`src/rtl/axi_pkt_mux_n.sv`:
```
// axi_pkt_mux_n: N-input AXI-stream packet multiplexer.
//
// Merges NUM_INPUTS AXI-stream inputs onto one output, switching only on
// packet boundaries. Arbitration is round-robin (PRIO=0) or strict priority
// with the lowest index winning (PRIO=1). BUFFER=1 adds a registered 2-entry
// skid stage on the output; BUFFER=0 passes the granted input straight through.
//
// Ports:
//   clk          single clock
//   reset_n      asynchronous active-low reset
//   clear        synchronous soft clear (same effect as reset)
//   i_tdata      concatenated input data, input k at [k*WIDTH +: WIDTH]
//   i_tlast      per-input end of packet
//   i_tvalid     per-input valid
//   i_tready     per-input ready (only the granted input, only while busy)
//   o_tdata      output data
//   o_tlast      output end of packet
//   o_tvalid     output valid
//   o_tready     output ready
//   active_port  granted input, meaningful while busy=1
//   busy         high while a packet is being forwarded
//   pkt_count    packets whose tlast beat left the output, wraps at 2^32
module axi_pkt_mux_n #(
  parameter int WIDTH      = 64,
  parameter int NUM_INPUTS = 4,
  parameter int PRIO       = 0,
  parameter int BUFFER     = 1
) (
  input  logic                          clk,
  input  logic                          reset_n,
  input  logic                          clear,
  input  logic [NUM_INPUTS*WIDTH-1:0]   i_tdata,
  input  logic [NUM_INPUTS-1:0]         i_tlast,
  input  logic [NUM_INPUTS-1:0]         i_tvalid,
  output logic [NUM_INPUTS-1:0]         i_tready,
  output logic [WIDTH-1:0]              o_tdata,
  output logic                          o_tlast,
  output logic                          o_tvalid,
  input  logic                          o_tready,
  output logic [$clog2(NUM_INPUTS)-1:0] active_port,
  output logic                          busy,
  output logic [31:0]                   pkt_count
);

  localparam int GW = $clog2(NUM_INPUTS);

  typedef enum logic {IDLE = 1'b0, PASS = 1'b1} state_t;

  state_t         state_q;
  logic [GW-1:0]  grant_q;
  logic [GW-1:0]  rr_ptr_q;
  logic [1:0]     rst_sync_q;
  logic [31:0]    pkt_count_q;
  logic [31:0]    pkt_count_d;

  logic [GW-1:0]  win;
  logic           found;
  logic [GW:0]    idx;
  logic [WIDTH-1:0] sel_data;
  logic           sel_last;
  logic           sel_valid;
  logic           in_vld;
  logic           in_fire;
  logic           dn_rdy;
  logic           arb_en;

  // Reset release is re-timed through two flops so arbitration never starts
  // on the edge where reset_n deasserts.
  always_ff @(posedge clk or negedge reset_n) begin
    if (!reset_n) begin
      rst_sync_q <= 2'b00;
    end else begin
      rst_sync_q <= {rst_sync_q[0], 1'b1};
    end
  end

  assign arb_en = rst_sync_q[1];

  // Winner selection. Round-robin searches upward from rr_ptr+1 with wrap;
  // the extra index bit keeps the sum from overflowing before the wrap.
  always_comb begin
    win   = '0;
    found = 1'b0;
    idx   = '0;
    if (PRIO != 0) begin
      for (int k = NUM_INPUTS - 1; k >= 0; k--) begin
        if (i_tvalid[k]) win = GW'(k);
      end
    end else begin
      for (int k = 1; k <= NUM_INPUTS; k++) begin
        idx = {1'b0, rr_ptr_q} + (GW+1)'(k);
        if (idx >= (GW+1)'(NUM_INPUTS)) idx = idx - (GW+1)'(NUM_INPUTS);
        if (!found && i_tvalid[idx[GW-1:0]]) begin
          win   = idx[GW-1:0];
          found = 1'b1;
        end
      end
    end
  end

  // Granted-input select
  always_comb begin
    sel_data  = '0;
    sel_last  = 1'b0;
    sel_valid = 1'b0;
    for (int k = 0; k < NUM_INPUTS; k++) begin
      if (grant_q == GW'(k)) begin
        sel_data  = i_tdata[k*WIDTH +: WIDTH];
        sel_last  = i_tlast[k];
        sel_valid = i_tvalid[k];
      end
    end
  end

  assign in_vld  = (state_q == PASS) && sel_valid;
  assign in_fire = in_vld && dn_rdy;

  always_comb begin
    i_tready = '0;
    if (state_q == PASS && dn_rdy) i_tready[grant_q] = 1'b1;
  end

  // Packet FSM: grant is latched in IDLE and held until the tlast beat is
  // accepted, so nothing can preempt a packet in flight. Returning to IDLE
  // after every packet gives the one-cycle arbitration bubble.
  always_ff @(posedge clk or negedge reset_n) begin
    if (!reset_n) begin
      state_q  <= IDLE;
      grant_q  <= '0;
      rr_ptr_q <= GW'(NUM_INPUTS - 1);
    end else if (clear) begin
      state_q  <= IDLE;
      grant_q  <= '0;
      rr_ptr_q <= GW'(NUM_INPUTS - 1);
    end else begin
      case (state_q)
        IDLE: begin
          if (arb_en && (|i_tvalid)) begin
            grant_q <= win;
            state_q <= PASS;
          end
        end
        PASS: begin
          if (in_fire && sel_last) begin
            state_q <= IDLE;
            if (PRIO == 0) rr_ptr_q <= grant_q;
          end
        end
        default: state_q <= IDLE;
      endcase
    end
  end

  assign busy        = (state_q == PASS);
  assign active_port = grant_q;

  generate
    if (BUFFER != 0) begin : g_skid
      logic             ov_q;
      logic             sk_v_q;
      logic             o_last_q;
      logic             sk_last_q;
      logic [WIDTH-1:0] o_data_q;
      logic [WIDTH-1:0] sk_data_q;

      // Upstream may push whenever the spare entry is empty; a beat arriving
      // while the head is stalled parks in the spare entry.
      assign dn_rdy = ~sk_v_q;

      always_ff @(posedge clk or negedge reset_n) begin
        if (!reset_n) begin
          ov_q   <= 1'b0;
          sk_v_q <= 1'b0;
        end else if (clear) begin
          ov_q   <= 1'b0;
          sk_v_q <= 1'b0;
        end else if (!ov_q || o_tready) begin
          ov_q   <= sk_v_q | in_fire;
          sk_v_q <= 1'b0;
        end else if (in_fire) begin
          sk_v_q <= 1'b1;
        end
      end

      // Data path carries no reset; the valid flags above qualify it.
      always_ff @(posedge clk) begin
        if (!ov_q || o_tready) begin
          if (sk_v_q) begin
            o_data_q <= sk_data_q;
            o_last_q <= sk_last_q;
          end else if (in_fire) begin
            o_data_q <= sel_data;
            o_last_q <= sel_last;
          end
        end else if (in_fire) begin
          sk_data_q <= sel_data;
          sk_last_q <= sel_last;
        end
      end

      assign o_tvalid = ov_q;
      assign o_tdata  = o_data_q;
      assign o_tlast  = o_last_q;
    end else begin : g_pass
      assign dn_rdy   = o_tready;
      assign o_tvalid = in_vld;
      assign o_tdata  = sel_data;
      assign o_tlast  = sel_last;
    end
  endgenerate

  assign pkt_count_d = (o_tvalid && o_tready && o_tlast) ? pkt_count_q + 32'd1 : pkt_count_q;

  always_ff @(posedge clk or negedge reset_n) begin
    if (!reset_n) begin
      pkt_count_q <= '0;
    end else if (clear) begin
      pkt_count_q <= '0;
    end else begin
      pkt_count_q <= pkt_count_d;
    end
  end

  assign pkt_count = pkt_count_q;

endmodule

```
`config.mk`:
```
export PLATFORM = sky130hd
export DESIGN_NAME = axi_pkt_mux_n
export DESIGN_NICKNAME = d
export VERILOG_FILES = /design/src/rtl/axi_pkt_mux_n.sv
export SDC_FILE = /design/constraint.sdc
export NUM_CORES = 1
export LEC_CHECK = 0
export CAP_MARGIN = 20
export CORE_AREA = 2 2 144 146
export DETAILED_ROUTE_END_ITERATION = 12
export DIE_AREA = 0 0 146 148
export PLACE_DENSITY = 0.8
export SLEW_MARGIN = 40
export SYNTH_ARGS = -nofsm -noshare
export SYNTH_HDL_FRONTEND = slang
export SYNTH_SLANG_ARGS = --single-unit
```
`constraint.sdc`:
```
create_clock -name clk -period 8.75 [get_ports clk]
set_input_delay 1.75 -clock clk [delete_from_list [all_inputs] [get_ports clk]]
set_output_delay 1.75 -clock clk [all_outputs]
set_load 0.05 [all_outputs]
```
==> results of run 1 <==
[through the flow]
stage / hold slack, ns / worst slack [ns] / total power, mW / util
after floorplan: 0.331 / 2.96 / 1.16 / -
after global placement: 0.333 / 4.61 / 1.36 / 0.616
after detailed placement: 0.336 / 4.64 / 1.37 / 0.616
after CTS: 0.351 / 4.17 / 2.12 / 0.645
after global routing: 0.364 / 4.10 / 2.18 / 0.645
final: 0.349 / 4.23 / 2.10 / 0.645
[power by group through the flow]
| stage | Combinational, mW | Clock, mW | Sequential (mW) |
|---|---|---|---|
| final | 0.416 | 0.746 | 0.938 |
| after global placement | 0.408 | 0 | 0.956 |
| after global routing | 0.436 | 0.799 | 0.942 |
| after floorplan | 0.146 | 0 | 1.02 |
| after CTS | 0.418 | 0.762 | 0.939 |
| after detailed placement | 0.414 | 0 | 0.956 |
[layer usage]
metal	share of wire	wire length (um)	vias to the layer above	track usage
met4	0.030	753	0	0.0869
met1	0.39	9670	3052	0.275
li1	-	-	2749	-
met5	0	0	-	0
met3	0.074	1850	42	0.0741
met2	0.51	12800	249	0.400
[kinds of logic after synthesis]
logic type,Yosys count
AO/OA/AOI/OAI,29
XOR/XNOR,26
adder cells (fa/ha/maj),1
buffers and inverters,35
flip-flops,171
multiplexers,131
other,1
AND/OR/NAND/NOR,113
[cells in the final DEF, fill, tap and decap left out, types with 2 or more instances in the layout]
master and n:
xnor2_1 6, inv_8 4, a21oi_1 14, nand2b_1 2
nand3_1 10, mux4_2 66, nor2b_1 3, nor3b_1 3
inv_6 6, dfrtp_1 36, nor2_4 2, nor3_1 4
clkbuf_16 17, buf_6 4, buf_4 4, dfrtp_4 2
and3_1 8, nor4_1 2, inv_1 4, or3_1 5
nand4_4 2, clkinvlp_4 3, dfstp_2 2, o21ai_0 9
mux2_2 65, and3b_1 2, nand4_1 12, clkdlybuf4s50_1 371
edfxtp_1 130, xor2_1 20, nand2_1 14, nor2_1 35
[path summary, 6_finish.rpt]
check | cells past startpoint | slack, ns | end | from
min in group asynchronous | 1 | 1.30 | pkt_count[5] | reset_n
min reg2reg | 0 | 0.35 | rst_sync_q[1] | rst_sync_q[0]
max reg2reg | 5 | 5.77 | o_tdata[14] | active_port[1]
min | 0 | 0.35 | rst_sync_q[1] | rst_sync_q[0]
max | 3 | 4.23 | i_tready[3] | active_port[1]
max in group asynchronous | 1 | 7.05 | active_port[1] | reset_n
[state kept, by name, summed over array words and instances (netlist names)]
register,cells
g_skid.sk_data_q,64
o_tdata,64
pkt_count,32
active_port,2
rr_ptr_q,2
rst_sync_q,2
busy,1
g_skid.sk_last_q,1
g_skid.sk_v_q,1
o_tlast,1
o_tvalid,1
[final cells by class]
type / count / area, um^2
diodes: 1 / 2.50
flip-flops and latches: 171 / 4940
inverters: 4 / 15.0
fillers: 1512 / 7110
multi-input cells: 301 / 3270
clock buffers: 18 / 429
well taps: 270 / 338
clock inverters: 14 / 150
repair buffers: 379 / 3790
==> results.json, run 1 <==
{
  "status": "finished, final reports clean",
  "initial_core_util": 0.416,
  "post-synth-top-area-cell": "edfxtp_1",
  "p_clk_frac": 0.355,
  "drcViolationCount": 0,
  "syn_inst": 507,
  "finalInstanceArea_um2": 12900,
  "synth_cell_types": 43,
  "p_comb_frac": 0.198,
  "cpMaxStageDelayCell": "clkdlybuf4s50_1",
  "viasPerCell": 5.26,
  "synth_edf_count": 130,
  "wire_per_inst_um": 21.7,
  "grt_overflow": 0,
  "ios": 373,
  "ctsResizeCount": 0,
  "grt_pass1_vias": 6300,
  "synthTopCellsByArea": "edfxtp_1 (47%), mux4_2 (18%), dfrtp_1 (12%), mux2_2 (8.8%), xor2_1 (2.1%)",
  "drive_above_1_share": 0.209,
  "portBuffers": 372,
  "critPathMaxStageDelay_ns": 0.81,
  "p_leak_nw": 4.46,
  "crit_type": "flip-flop to output pin",
  "insertion_delay_ns": 0.43,
  "fin_crit_sh": 0.517,
  "start_kind": "flip-flop",
  "worstPathArrival_ns": 2.77,
  "irDropWorstVdd_mv": 0.127,
  "maxSlewHeadroom": 0.564,
  "drtAntennaViolNets": 0,
  "yosysMostFrequentCell": "edfxtp_1",
  "cts.sinks": 171,
  "wl_mm": 25.1,
  "max_cap_violations": 0,
  "cp-end-kind": "output pin",
  "setup_tns_ns": 0,
  "min_path_type": "flip-flop to flip-flop",
  "root_buffer": "clkbuf_16",
  "syn_nets": 776,
  "htreeDepth": 4,
  "fin_skew_ns": 0.0130,
  "synthSimpleGateAreaFrac": 0.0756,
  "ys_async_sr_fraction": 0.240,
  "worst_slew_pin_slew_ns": 0.654,
  "grt_max_degree": 67,
  "placed_cells": 1125,
  "gp_congestion": 0.802,
  "avgSynthCellArea_um2": 16.4,
  "rsz0062_at_grt": "false",
  "cp.required_ns": 7.00,
  "synthMuxAreaShare": 0.266,
  "synth_top_area_share": 0.469,
  "powerDensity_nw_per_um2": 162,
  "synth_top_family_by_area": "multiplexers",
  "coreArea_um2": 20000,
  "path_clk_slew_ns": 0.06,
  "vias": 6092,
  "p_sw_frac": 0.260,
  "hold_viol": 0,
  "synth-compound-area-share": 0.0195,
  "fin_crit_ns": 4.52,
  "antenna_found_initial": 1,
  "cts_buffer_depth": 2,
  "crit_fanout": 38,
  "cts_hold_buf": 0,
  "fmax_mhz": 221,
  "cts_made_buffers": 17,
  "num_rows": 52,
  "die_w_um": 146,
  "synth_ff_type": "edfxtp_1",
  "die-area_um2": 21600,
  "fin_cells": 1158,
  "cts_tree": "built",
  "grt_use_total": 0.232,
  "nNetsFinal": 1143,
  "synthTopCellsByCount": "edfxtp_1 (130), mux4_2 (66), mux2_2 (65), dfrtp_1 (39), nor2_1 (36)",
  "critical_path.top_delay_family": "buffers and inverters",
  "synth_xor_area_frac": 0.0273,
  "drtPass1Iterations": 6,
  "die_h_um": 148,
  "drt_iter0_markers": 308,
  "postCtsSetupBuffers": 0,
  "post_dp_cell_area_um2": 12400,
  "cp_num_buf_inv": 2,
  "power_switching_mw": 0.546,
  "power.share.sequential": 0.447,
  "synth_fa_ha_area_frac": 0.00150,
  "ys_seq_elements": 171,
  "p_int_mw": 1.55,
  "drv_slew": 0,
  "grt_pass1_wl_mm": 37.9,
  "syn2layout_area_growth_pct": 55.3,
  "worstPathCellList": "buf_4 > and3_1 > clkdlybuf4s50_1",
  "setup_violations": 0,
  "ys_warn_count": 0,
  "syn-cell-area_um2": 8330,
  "hpwl_mm": 18.4,
  "ys_seq_area_frac": 0.592
}
No activity file was read; power rests on OpenSTA's default activity.
==> run 2, diff against run 1 <==
CORE_AREA = unset   (was 2 2 144 146)
CORE_ASPECT_RATIO = 0.9   (was unset)
CORE_MARGIN = 2   (was unset)
CORE_UTILIZATION = 38   (was unset)
DIE_AREA = unset   (was 0 0 146 148)
PLACE_DENSITY = 0.77   (was 0.8)
clock period = 4.1 ns   (was 8.75 ns; I/O delays follow)
==> run 2 against run 1 <==
Utilization is 4.0 points lower. First-iteration DRC count rose by 4.5%. Clock-buffer cell count decreased by 1. Sequential share of layout area down 0.39 points. Final cell count is 1.9% higher. Combinational power grew 110%. Routed wire length decreased by 0.83%. Via count about the same. Clock power up 140%. Largest power group unchanged.
==> results.json, run 2 (synthesis gave the netlist of run 1 again) <==
{
  "nFillCells": 1697,
  "hpwl_mm": 18.4,
  "hold_viol": 0,
  "maxSlewHeadroom": 0.564,
  "syn2layout_area_growth_pct": 56.9,
  "p_sw_frac": 0.241,
  "insertion_delay_ns": 0.42,
  "p_comb_frac": 0.188,
  "grt_max_degree": 67,
  "cts_buffer_depth": 2,
  "vias": 6088,
  "coreArea_um2": 21600,
  "grt_use_total": 0.212,
  "r2r_setup_slack_ns": 1.47,
  "root_buffer": "clkbuf_16",
  "rsz0062_at_grt": "false",
  "worstPathArrival_ns": 2.32,
  "cts_hold_buf": 0,
  "finalInstanceArea_um2": 13100,
  "min_path_type": "flip-flop to flip-flop",
  "ff2ff_path_depth": 3,
  "worst_slew_pin_slew_ns": 0.654,
  "grt_overflow": 0,
  "wire_per_inst_um": 21.1,
  "drive_above_1_share": 0.211,
  "drtPass1Iterations": 4,
  "cts_tree": "built",
  "start_kind": "flip-flop",
  "path_clk_slew_ns": 0.07,
  "drt_iter0_markers": 322,
  "irDropWorstVdd_mv": 0.249,
  "die_w_um": 160,
  "drcViolationCount": 0,
  "final_common_cell": "clkdlybuf4s50_1",
  "wl_mm": 24.9,
  "fin_crit_sh": 0.766,
  "max_cap_violations": 0,
  "gp_congestion": 0.839,
  "num_rows": 51,
  "grt_pass1_wl_mm": 37.0,
  "crit_type": "flip-flop to output pin",
  "mostFrequentLayoutCells": "clkdlybuf4s50_1 (371), edfxtp_1 (130), mux4_2 (66)",
  "min_path_cells": 0,
  "fin_crit_ns": 3.14,
  "cts.sinks": 171,
  "r2r_start": "active_port[0]",
  "fin_util": 0.606,
  "cp-end-kind": "output pin",
  "htreeDepth": 4,
  "post_dp_cell_area_um2": 12400,
  "p_int_mw": 3.55,
  "drtAntennaViolNets": 0,
  "status": "finished, final reports clean",
  "fmax_mhz": 318,
  "portBuffers": 372,
  "powerDensity_nw_per_um2": 358,
  "postCtsSetupBuffers": 0,
  "hp-start": "rst_sync_q[0]",
  "crit_fanout": 34,
  "viasPerCell": 5.16,
  "drv_slew": 0,
  "grt_pass1_vias": 6239,
  "nNetsFinal": 1145,
  "cp.required_ns": 3.28,
  "fin_skew_ns": 0.00857,
  "p_clk_frac": 0.384,
  "antenna_found_initial": 2,
  "final.setup.worst_slack_ns": 0.960,
  "ios": 373,
  "p_leak_nw": 4.51,
  "power.share.sequential": 0.428,
  "r2r_end": "o_tdata[63]",
  "post-place-ws_ns": 0.925,
  "cts_made_buffers": 17,
  "setup_violations": 0,
  "die-area_um2": 23100,
  "power_switching_mw": 1.13,
  "initial_core_util": 0.386,
  "setup_tns_ns": 0,
  "ctsResizeCount": 0,
  "worstHoldEndpoint": "rst_sync_q[1]",
  "die_h_um": 144
}
==> run 2: power groups by stage <==
stage	sequential (mW)	clock [mW]	combinational, mW
5_1_grt	2.01	1.90	0.923
2_1_floorplan	2.17	0	0.313
3_5_place_dp	2.04	0	0.881
6_report	2.00	1.80	0.879
4_1_cts	2.01	1.84	0.887
3_3_place_gp	2.04	0	0.858
==> run 2: stage by stage <==
step / power, mW / cells / hold WS (ns)
after floorplan: 2.48 / 507 / 0.331
after global placement: 2.90 / 1147 / 0.333
after detailed placement: 2.92 / 1148 / 0.346
after CTS: 4.73 / 1179 / 0.362
after global routing: 4.84 / 1180 / 0.382
final: 4.68 / 1180 / 0.358
==> run 2: how the worst max path moves through the flow <==
| stage | endpoint | cells after the start | startpoint | slack [ns] |
|---|---|---|---|---|
| 2_1_floorplan | o_tdata[0] | 4 | i_tvalid[1] | 0.48 |
| 3_3_place_gp | o_tdata[13] | 5 | i_tvalid[1] | 0.90 |
| 3_5_place_dp | o_tdata[13] | 6 | i_tvalid[1] | 0.92 |
| 4_1_cts | i_tready[3] | 2 | active_port[0] | 0.89 |
| 5_1_grt | i_tready[3] | 2 | active_port[0] | 0.81 |
| 6_report | i_tready[3] | 2 | active_port[0] | 0.96 |
==> run 2: routing by layer <==
layer	wire length (um)	track usage
met4	751	0.0910
met1	9620	0.256
met5	0	0
met3	1800	0.0628
met2	12700	0.359
==> run 2: final cells by class <==
class	count	area, um^2	share of cell area
tap	291	364	0.0279
antenna	1	2.50	0.000192
sequential	171	4940	0.378
clock inverter	14	233	0.0178
inverter	4	15.0	0.00115
clock buffer	17	425	0.0326
multi-input combinational	301	3270	0.250
timing repair buffer	381	3820	0.292
==> run 2: worst max-delay path, stage by stage (launching register included) <==
cell	delay, ns
dfrtp_4	0.82
and3_1	0.26
clkdlybuf4s50_1	0.80
